<file path="config.mk">
export PLATFORM = sky130hd
export DESIGN_NAME = onchip_mem_arbiter_flat
export DESIGN_NICKNAME = d
export VERILOG_FILES = /design/src/rtl/onchip_mem_arbiter_pkg.sv /design/src/rtl/onchip_mem_arbiter_if.sv /design/src/rtl/onchip_mem_arbiter_rr_arb2.sv /design/src/rtl/onchip_mem_arbiter.sv /design/src/flat_wrapper.sv
export SDC_FILE = /design/constraint.sdc
export NUM_CORES = 1
export LEC_CHECK = 0
export CAP_MARGIN = 20
export CORE_MARGIN = 5
export CORE_UTILIZATION = 34
export CTS_CLUSTER_SIZE = 28
export DETAILED_ROUTE_END_ITERATION = 10
export GPL_ROUTABILITY_DRIVEN = 0
export HOLD_SLACK_MARGIN = 0.08
export PLACE_DENSITY = 0.78
export SYNTH_ARGS = -nofsm -noshare
export SYNTH_HDL_FRONTEND = slang
export SYNTH_HIERARCHICAL = 1
export SYNTH_SLANG_ARGS = --single-unit
</file>
<file path="constraint.sdc">
create_clock -name clk -period 2.25 [get_ports clk]
set_input_delay 0.225 -clock clk [delete_from_list [all_inputs] [get_ports clk]]
set_output_delay 0.225 -clock clk [all_outputs]
set_load 0.05 [all_outputs]
</file>
<file path="src/rtl/onchip_mem_arbiter_pkg.sv">
// Shared constants and request bundle for the two-master on-chip RAM arbiter.
package onchip_mem_arb_pkg;
  localparam int ADDR_W       = 13;
  localparam int DATA_W       = 32;
  localparam int BE_W         = DATA_W / 8;
  localparam int DEPTH_DEF    = 5000;
  localparam int LOCK_MAX_DEF = 16;
  localparam int NUM_M        = 2;

  localparam logic M0 = 1'b0;
  localparam logic M1 = 1'b1;

  typedef struct packed {
    logic [ADDR_W-1:0] addr;
    logic [BE_W-1:0]   be;
    logic              rd;
    logic              wr;
    logic [DATA_W-1:0] wdata;
  } req_t;
endpackage

</file>
<file path="src/rtl/onchip_mem_arbiter_if.sv">
// Avalon-MM master port bundle; the lock signal exists only with MEM_ARB_LOCK_EN.
interface onchip_mem_arbiter_if;
  import onchip_mem_arb_pkg::*;
  logic [ADDR_W-1:0] address;
  logic [BE_W-1:0]   byteenable;
  logic              read;
  logic              write;
  logic [DATA_W-1:0] writedata;
`ifdef MEM_ARB_LOCK_EN
  logic              lock;
`endif
  logic              waitrequest;
  logic [DATA_W-1:0] readdata;
  logic              readdatavalid;

  modport master (
    output address, byteenable, read, write, writedata,
`ifdef MEM_ARB_LOCK_EN
    output lock,
`endif
    input  waitrequest, readdata, readdatavalid
  );

  modport slave (
    input  address, byteenable, read, write, writedata,
`ifdef MEM_ARB_LOCK_EN
    input  lock,
`endif
    output waitrequest, readdata, readdatavalid
  );
endinterface

</file>
<file path="src/rtl/onchip_mem_arbiter_rr_arb2.sv">
// Two-way round-robin grant with registered last_grant; optional lock hold
// (MEM_ARB_LOCK_EN) bounded by LOCK_MAX consecutive locked cycles.
module rr_arb2
  import onchip_mem_arb_pkg::*;
#(
`ifdef MEM_ARB_LOCK_EN
  parameter int LOCK_MAX = LOCK_MAX_DEF
`endif
) (
  input  logic       clk,
  input  logic       rst_n,
  input  logic [1:0] req,
`ifdef MEM_ARB_LOCK_EN
  input  logic [1:0] lock,
`endif
  output logic [1:0] grant
);
  logic       last_grant;
  logic [1:0] rr_grant;

  // On a tie the master that did not win last time gets the slot.
  always_comb begin
    rr_grant = req;
    if (req == 2'b11) rr_grant = last_grant ? 2'b01 : 2'b10;
  end

`ifdef MEM_ARB_LOCK_EN
  localparam int CW = $clog2(LOCK_MAX + 1);
  logic [CW-1:0] lock_cnt;
  logic          hold;

  // Holding reserves the slot for the owner even when it is idle.
  assign hold = lock[last_grant] && (lock_cnt != CW'(LOCK_MAX));

  always_comb begin
    grant = rr_grant;
    if (hold) grant = req & (last_grant ? 2'b10 : 2'b01);
  end

  always_ff @(posedge clk or negedge rst_n) begin
    if (!rst_n)                         lock_cnt <= '0;
    else if (hold)                      lock_cnt <= lock_cnt + 1'b1;
    else if (lock_cnt == CW'(LOCK_MAX)) lock_cnt <= '0;
    else if (|grant && lock[grant[1]])  lock_cnt <= CW'(1);
    else                                lock_cnt <= '0;
  end
`else
  assign grant = rr_grant;
`endif

  always_ff @(posedge clk or negedge rst_n) begin
    if (!rst_n)      last_grant <= M1;
    else if (|grant) last_grant <= grant[1];
  end
endmodule

</file>
<file path="src/rtl/onchip_mem_arbiter.sv">
// Shares a single-port 1-cycle-latency RAM between two Avalon-MM masters.
// Optional grant locking is compiled in with MEM_ARB_LOCK_EN.
module onchip_mem_arbiter
  import onchip_mem_arb_pkg::*;
#(
  parameter int DEPTH = DEPTH_DEF
`ifdef MEM_ARB_LOCK_EN
  , parameter int LOCK_MAX = LOCK_MAX_DEF
`endif
) (
  input  logic              clk,
  input  logic              reset_n,
  onchip_mem_arbiter_if.slave m0,
  onchip_mem_arbiter_if.slave m1,
  output logic [ADDR_W-1:0] mem_address,
  output logic [BE_W-1:0]   mem_byteenable,
  output logic              mem_chipselect,
  output logic              mem_write,
  output logic [DATA_W-1:0] mem_writedata,
  output logic              mem_clken,
  input  logic [DATA_W-1:0] mem_readdata
);
  req_t                           rq [NUM_M];
  logic [NUM_M-1:0]               req, grant, rdv;
  logic [NUM_M-1:0][DATA_W-1:0]   rdd;
  req_t                           g;
  logic                           sel, in_rng, rd_acc;
  logic                           rd_pend, rd_owner, rd_oor;

  assign rq[0] = {m0.address, m0.byteenable, m0.read, m0.write, m0.writedata};
  assign rq[1] = {m1.address, m1.byteenable, m1.read, m1.write, m1.writedata};

  for (genvar i = 0; i < NUM_M; i++) begin : g_req
    assign req[i] = rq[i].rd | rq[i].wr;
  end

  rr_arb2 #(
`ifdef MEM_ARB_LOCK_EN
    .LOCK_MAX(LOCK_MAX)
`endif
  ) u_arb (
    .clk  (clk),
    .rst_n(reset_n),
    .req  (req),
`ifdef MEM_ARB_LOCK_EN
    .lock ({m1.lock, m0.lock}),
`endif
    .grant(grant)
  );

  assign sel    = grant[1];
  assign g      = rq[sel];
  assign in_rng = 32'(g.addr) < 32'(DEPTH);
  // A write with read also high is a write; the read half is dropped.
  assign rd_acc = (|grant) & ~g.wr;

  assign mem_address    = g.addr;
  assign mem_byteenable = g.be;
  assign mem_writedata  = g.wdata;
  assign mem_chipselect = |grant;
  assign mem_write      = (|grant) & g.wr & in_rng;
  assign mem_clken      = 1'b1;

  always_ff @(posedge clk or negedge reset_n) begin
    if (!reset_n) begin
      rd_pend  <= 1'b0;
      rd_owner <= M0;
      rd_oor   <= 1'b0;
    end else begin
      rd_pend  <= rd_acc;
      if (rd_acc) begin
        rd_owner <= sel;
        rd_oor   <= ~in_rng;
      end
    end
  end

  // Return path: data passes through on the valid cycle, then is held.
  for (genvar i = 0; i < NUM_M; i++) begin : g_ret
    logic              vld;
    logic [DATA_W-1:0] rdat, hold_q;
    assign vld  = rd_pend && (rd_owner == 1'(i));
    assign rdat = rd_oor ? '0 : mem_readdata;
    always_ff @(posedge clk or negedge reset_n) begin
      if (!reset_n)  hold_q <= '0;
      else if (vld)  hold_q <= rdat;
    end
    assign rdv[i] = vld;
    assign rdd[i] = vld ? rdat : hold_q;
  end

  assign m0.waitrequest   = req[0] & ~grant[0];
  assign m1.waitrequest   = req[1] & ~grant[1];
  assign m0.readdatavalid = rdv[0];
  assign m1.readdatavalid = rdv[1];
  assign m0.readdata      = rdd[0];
  assign m1.readdata      = rdd[1];
endmodule
</file>
<file path="src/flat_wrapper.sv">
// flat-port wrapper written by rule: the top's interface ports become plain ports
module onchip_mem_arbiter_flat import onchip_mem_arb_pkg::*;
#(
  parameter int DEPTH = DEPTH_DEF

)
  (clk, reset_n, mem_address, mem_byteenable, mem_chipselect, mem_write, mem_writedata, mem_clken, mem_readdata, m0_address, m0_byteenable, m0_read, m0_write, m0_writedata, m0_waitrequest, m0_readdata, m0_readdatavalid, m1_address, m1_byteenable, m1_read, m1_write, m1_writedata, m1_waitrequest, m1_readdata, m1_readdatavalid);
  onchip_mem_arbiter_if m0_i ();
  onchip_mem_arbiter_if m1_i ();
  input  logic clk;
  input  logic reset_n;
  output logic [ADDR_W-1:0] mem_address;
  output logic [BE_W-1:0] mem_byteenable;
  output logic mem_chipselect;
  output logic mem_write;
  output logic [DATA_W-1:0] mem_writedata;
  output logic mem_clken;
  input  logic [DATA_W-1:0] mem_readdata;
  input wire logic [$bits(m0_i.address)-1:0] m0_address;
  input wire logic [$bits(m0_i.byteenable)-1:0] m0_byteenable;
  input wire logic [$bits(m0_i.read)-1:0] m0_read;
  input wire logic [$bits(m0_i.write)-1:0] m0_write;
  input wire logic [$bits(m0_i.writedata)-1:0] m0_writedata;
  output wire logic [$bits(m0_i.waitrequest)-1:0] m0_waitrequest;
  output wire logic [$bits(m0_i.readdata)-1:0] m0_readdata;
  output wire logic [$bits(m0_i.readdatavalid)-1:0] m0_readdatavalid;
  input wire logic [$bits(m1_i.address)-1:0] m1_address;
  input wire logic [$bits(m1_i.byteenable)-1:0] m1_byteenable;
  input wire logic [$bits(m1_i.read)-1:0] m1_read;
  input wire logic [$bits(m1_i.write)-1:0] m1_write;
  input wire logic [$bits(m1_i.writedata)-1:0] m1_writedata;
  output wire logic [$bits(m1_i.waitrequest)-1:0] m1_waitrequest;
  output wire logic [$bits(m1_i.readdata)-1:0] m1_readdata;
  output wire logic [$bits(m1_i.readdatavalid)-1:0] m1_readdatavalid;
  assign m0_i.address = m0_address;
  assign m0_i.byteenable = m0_byteenable;
  assign m0_i.read = m0_read;
  assign m0_i.write = m0_write;
  assign m0_i.writedata = m0_writedata;
  assign m0_waitrequest = m0_i.waitrequest;
  assign m0_readdata = m0_i.readdata;
  assign m0_readdatavalid = m0_i.readdatavalid;
  assign m1_i.address = m1_address;
  assign m1_i.byteenable = m1_byteenable;
  assign m1_i.read = m1_read;
  assign m1_i.write = m1_write;
  assign m1_i.writedata = m1_writedata;
  assign m1_waitrequest = m1_i.waitrequest;
  assign m1_readdata = m1_i.readdata;
  assign m1_readdatavalid = m1_i.readdatavalid;
  onchip_mem_arbiter #(.DEPTH(DEPTH)) u_core (.clk(clk), .reset_n(reset_n), .m0(m0_i), .m1(m1_i), .mem_address(mem_address), .mem_byteenable(mem_byteenable), .mem_chipselect(mem_chipselect), .mem_write(mem_write), .mem_writedata(mem_writedata), .mem_clken(mem_clken), .mem_readdata(mem_readdata));
endmodule
</file>
==> flow_summary_export.csv <==
group,metric,value,unit
synth,syn_nets,473,
drt,first_pass_iters,6,
setup_path,worst_setup_path_end_kind,"output pin",
outcome,failed_checks,"negative setup slack",
setup_path,worstSetupStartpoint,"m0_write",
setup_path,worst-r2r-setup-slack,0.44,ns
sta,rsz0062_at_grt,"yes",
synth,synth_area,0.00332,mm^2
drt,drt-total-wl,14400,um
sta,hold_viol_final,0,
synth,yosysSeqAreaShare,0.513,
setup_path,path_delay_family,"simple AND/OR/NAND/NOR gates",
cts,clock-sinks,68,
placed_design,placement.cell_area,0.00665,mm^2
setup_path,worstPathMaxFanout,5,
synth,async_flop_share,1.00,
setup_path,cp-start-kind,"input port",
sta,tightest_slew,0.527,ns
finish,nets,733,
placed_design,pre_cts_ws,-0.324,ns
global_route,grt_max_degree,69,
setup_path,worstRegToRegCells,6,
sta,final.period_utilization,1.01,
placed_design,dp.cells,716,
outcome,status,"complete, but fails checks",
sta,fmax,440,MHz
drt,vias_per_cell,4.74,
cts,cts_buffers,9,
sta,relSlewSlack,0.645,
finish,insertedDiodeCount,0,
sta,period_needed,2.27,ns
setup_path,crit_path_max_incr_delay,0.50,ns
cts,cts_max_level,3,
setup_path,reg2reg_from,"u_core/u_arb/last_grant",
sta,setup_viol,1,
setup_path,cp.arrival,2.05,ns
synth,synth.avg_cell_area,9.85,um^2
die,core-area,0.00964,mm^2
flow_run,maxCapViolCount,0,
setup_path,worst_path_max_delay_cell,"or4b_4",
power,total_power,10600,uW
power,powerDensity,1510,mW/mm^2
finish,fillCellCount,710,
drt,ant_nets,0,
synth,ys_ff_latch,68,
die,die_area,0.0118,mm^2
synth,synth_top_area_share,0.505,
sta,setup_ws,-0.0249,ns
cts,cts_root_buf,"clkbuf_8",
die,io_pins,256,
setup_path,critPathBufInv,2,
sta,slew_violations,0,
synth,synth_edf_count,0,
cts,max-clock-path-buffers,2,
setup_path,cp-endpoint,"mem_write",
power,ir_worst_vdd,992,uV
placed_design,place_hpwl,11900,um
die,num_rows,36,
setup_path,cp_cell_sequence,"dlygate4sd2_1 > or2_4 > a21boi_4 > or4b_4 > o21ai_4 > o22ai_4 > a21oi_4 > buf_12",
drt,drt-initial-drc-count,129,
cts,cts_tree,"done",
synth,synth_ff_type,"dfrtp_1",
min_path,holdCritPathClass,"in -> reg",
finish,stdcell_area,0.00699,mm^2
synth,synth_warnings,6,
synth,synthCells,337,
global_route,grt_pass1_vias,3874,
cts,path_clk_slew,0.07,ns
synth,yosysTopAreaCell,"dfrtp_1",
global_route,grt_overflow,0,
global_route,grt_pass1_wl,21400,um
finish,area_growth,111,%
die,fp.dieH,109,um
power,p_leak,0.00311,uW
sta,skew,0.00458,ns
die,start_util,0.344,
synth,synth_top_cells_by_area,"dfrtp_1 51%, mux2_2 17%, o21ai_0 9.6%, nand2_1 7.5%, nand2b_1 6.2%",
synth,ys_types,29,
finish,fin_cells,734,
sta,finalSetupTns,-0.0249,ns
placed_design,port_buffers,254,
global_route,grt_usage,0.245,
setup_path,r2r_end,"u_core/rd_oor",
die,die_w,109,um
drt,vias,3481,
drt,drc,0,
setup_path,cp.depth,8,
setup_path,crit_required,2.03,ns
setup_path,critPathKind,"in -> out",
finish,drive_gt1_frac,0.359,
drt,wire_per_inst,19.6,um
global_route,antenna_found_initial,0,
cts,insertion_delay,0.33,ns
## per-layer routing
layer	track usage	share of wire	routed length [um]
met2	0.433	0.51	7430
met4	0.122	0.045	645
met1	0.258	0.36	5180
met5	0	0	0
met3	0.0858	0.081	1170
## power breakdown
part	switching, uW	internal (uW)
sequential	179	1810
combinational	4170	3090
clock	472	846
## layout make-up
class | count | area, um^2 | share of cell area
Tap cell | 133 | 166 | 0.0238
Multi-Input combinational cell | 240 | 1590 | 0.227
Clock buffer | 9 | 124 | 0.0177
Sequential cell | 68 | 1700 | 0.243
Timing Repair Buffer | 273 | 3260 | 0.466
Clock inverter | 6 | 138 | 0.0197
Inverter | 5 | 18.8 | 0.00268
## through the flow
stage | utilization | hold slack [ns]
finish | 0.726 | 0.402
global route | 0.726 | 0.399
CTS | 0.725 | 0.383
detailed placement | 0.690 | 0.288
global placement | 0.690 | 0.271
floorplan | - | -0.0706
## cells in the mapped netlist, drive strengths merged, types with 2 or more instances
library cell,number
buf,9
nor2,4
dfrtp,67
a21oi,4
clkbuf,15
o21ai,65
a21boi,2
mux2,49
nor2b,3
nand2,66
nand2b,33
or2,3
inv,5
## cell usage in the layout (no fill, tap or decap), types with 3 or more instances in the layout
master | netlist | final
buf_4 | 1 | 66
nand2_1 | 66 | 65
nor2b_1 | 3 | 3
o21ai_1 | 1 | 19
mux2_2 | 49 | 49
inv_1 | 5 | 5
clkdlybuf4s50_1 | 0 | 130
dlygate4sd2_1 | 0 | 4
clkbuf_8 | 0 | 9
bufinv_16 | 0 | 4
dfrtp_1 | 67 | 67
nand2b_1 | 33 | 32
o21ai_0 | 64 | 45
a21oi_1 | 4 | 3
buf_12 | 0 | 70
nor2_1 | 4 | 4
## worst reg2reg max path: stages, from the launching register on
cell	delay (ns)
dfstp_2	0.39
a21boi_4	0.21
or4b_4	0.50
o21ai_4	0.19
o22ai_4	0.10
buf_4	0.15
a22o_1	0.17
## what timing repair did
| item | in CTS | in global routing |
|---|---|---|
| endpoints found under the hold margin | 67 | 0 |
| setup endpoints to repair | 49 | 24 |
| hold buffers | 1 | 0 |
| gates resized for setup | 16 | 5 |
| pin swaps | 8 | 2 |
| buffers inserted | 1 | 1 |
## worst min-delay path by stage
| stage | from | endpoint | slack, ns | cells past startpoint |
|---|---|---|---|---|
| 6_report | m0_read | u_core/u_arb/last_grant | 0.40 | 4 |
| 5_1_grt | m0_read | u_core/u_arb/last_grant | 0.40 | 4 |
| 4_1_cts | m0_read | u_core/u_arb/last_grant | 0.38 | 4 |
| 3_5_place_dp | reset_n | u_core/g_ret[0].hold_q[17] | 0.29 | 2 |
| 3_3_place_gp | reset_n | u_core/g_ret[1].hold_q[21] | 0.27 | 2 |
| 2_1_floorplan | reset_n | u_core/g_ret[0].hold_q[0] | -0.07 | 0 |
## flip-flops by register name (all words and copies together), names as in the netlist
signal,flops
u_core/u_arb/last_grant,1
u_core/rd_owner,1
u_core/rd_pend,1
u_core/rd_oor,1
u_core/g_ret.hold_q,64
## cells by family (layout without fill, tap and decap cells)
group / count (synthesis) / in the layout / share of synthesized area
and+or+nand+nor: 115 / 115 / 0.165
AOI/OAI and AO/OA: 75 / 75 / 0.118
DFF: 68 / 68 / 0.513
muxes: 49 / 49 / 0.166
buffers and inverters: 29 / 293 / 0.0362
other: 1 / 1 / 0.00113
Power figures use the tool's default switching activity.
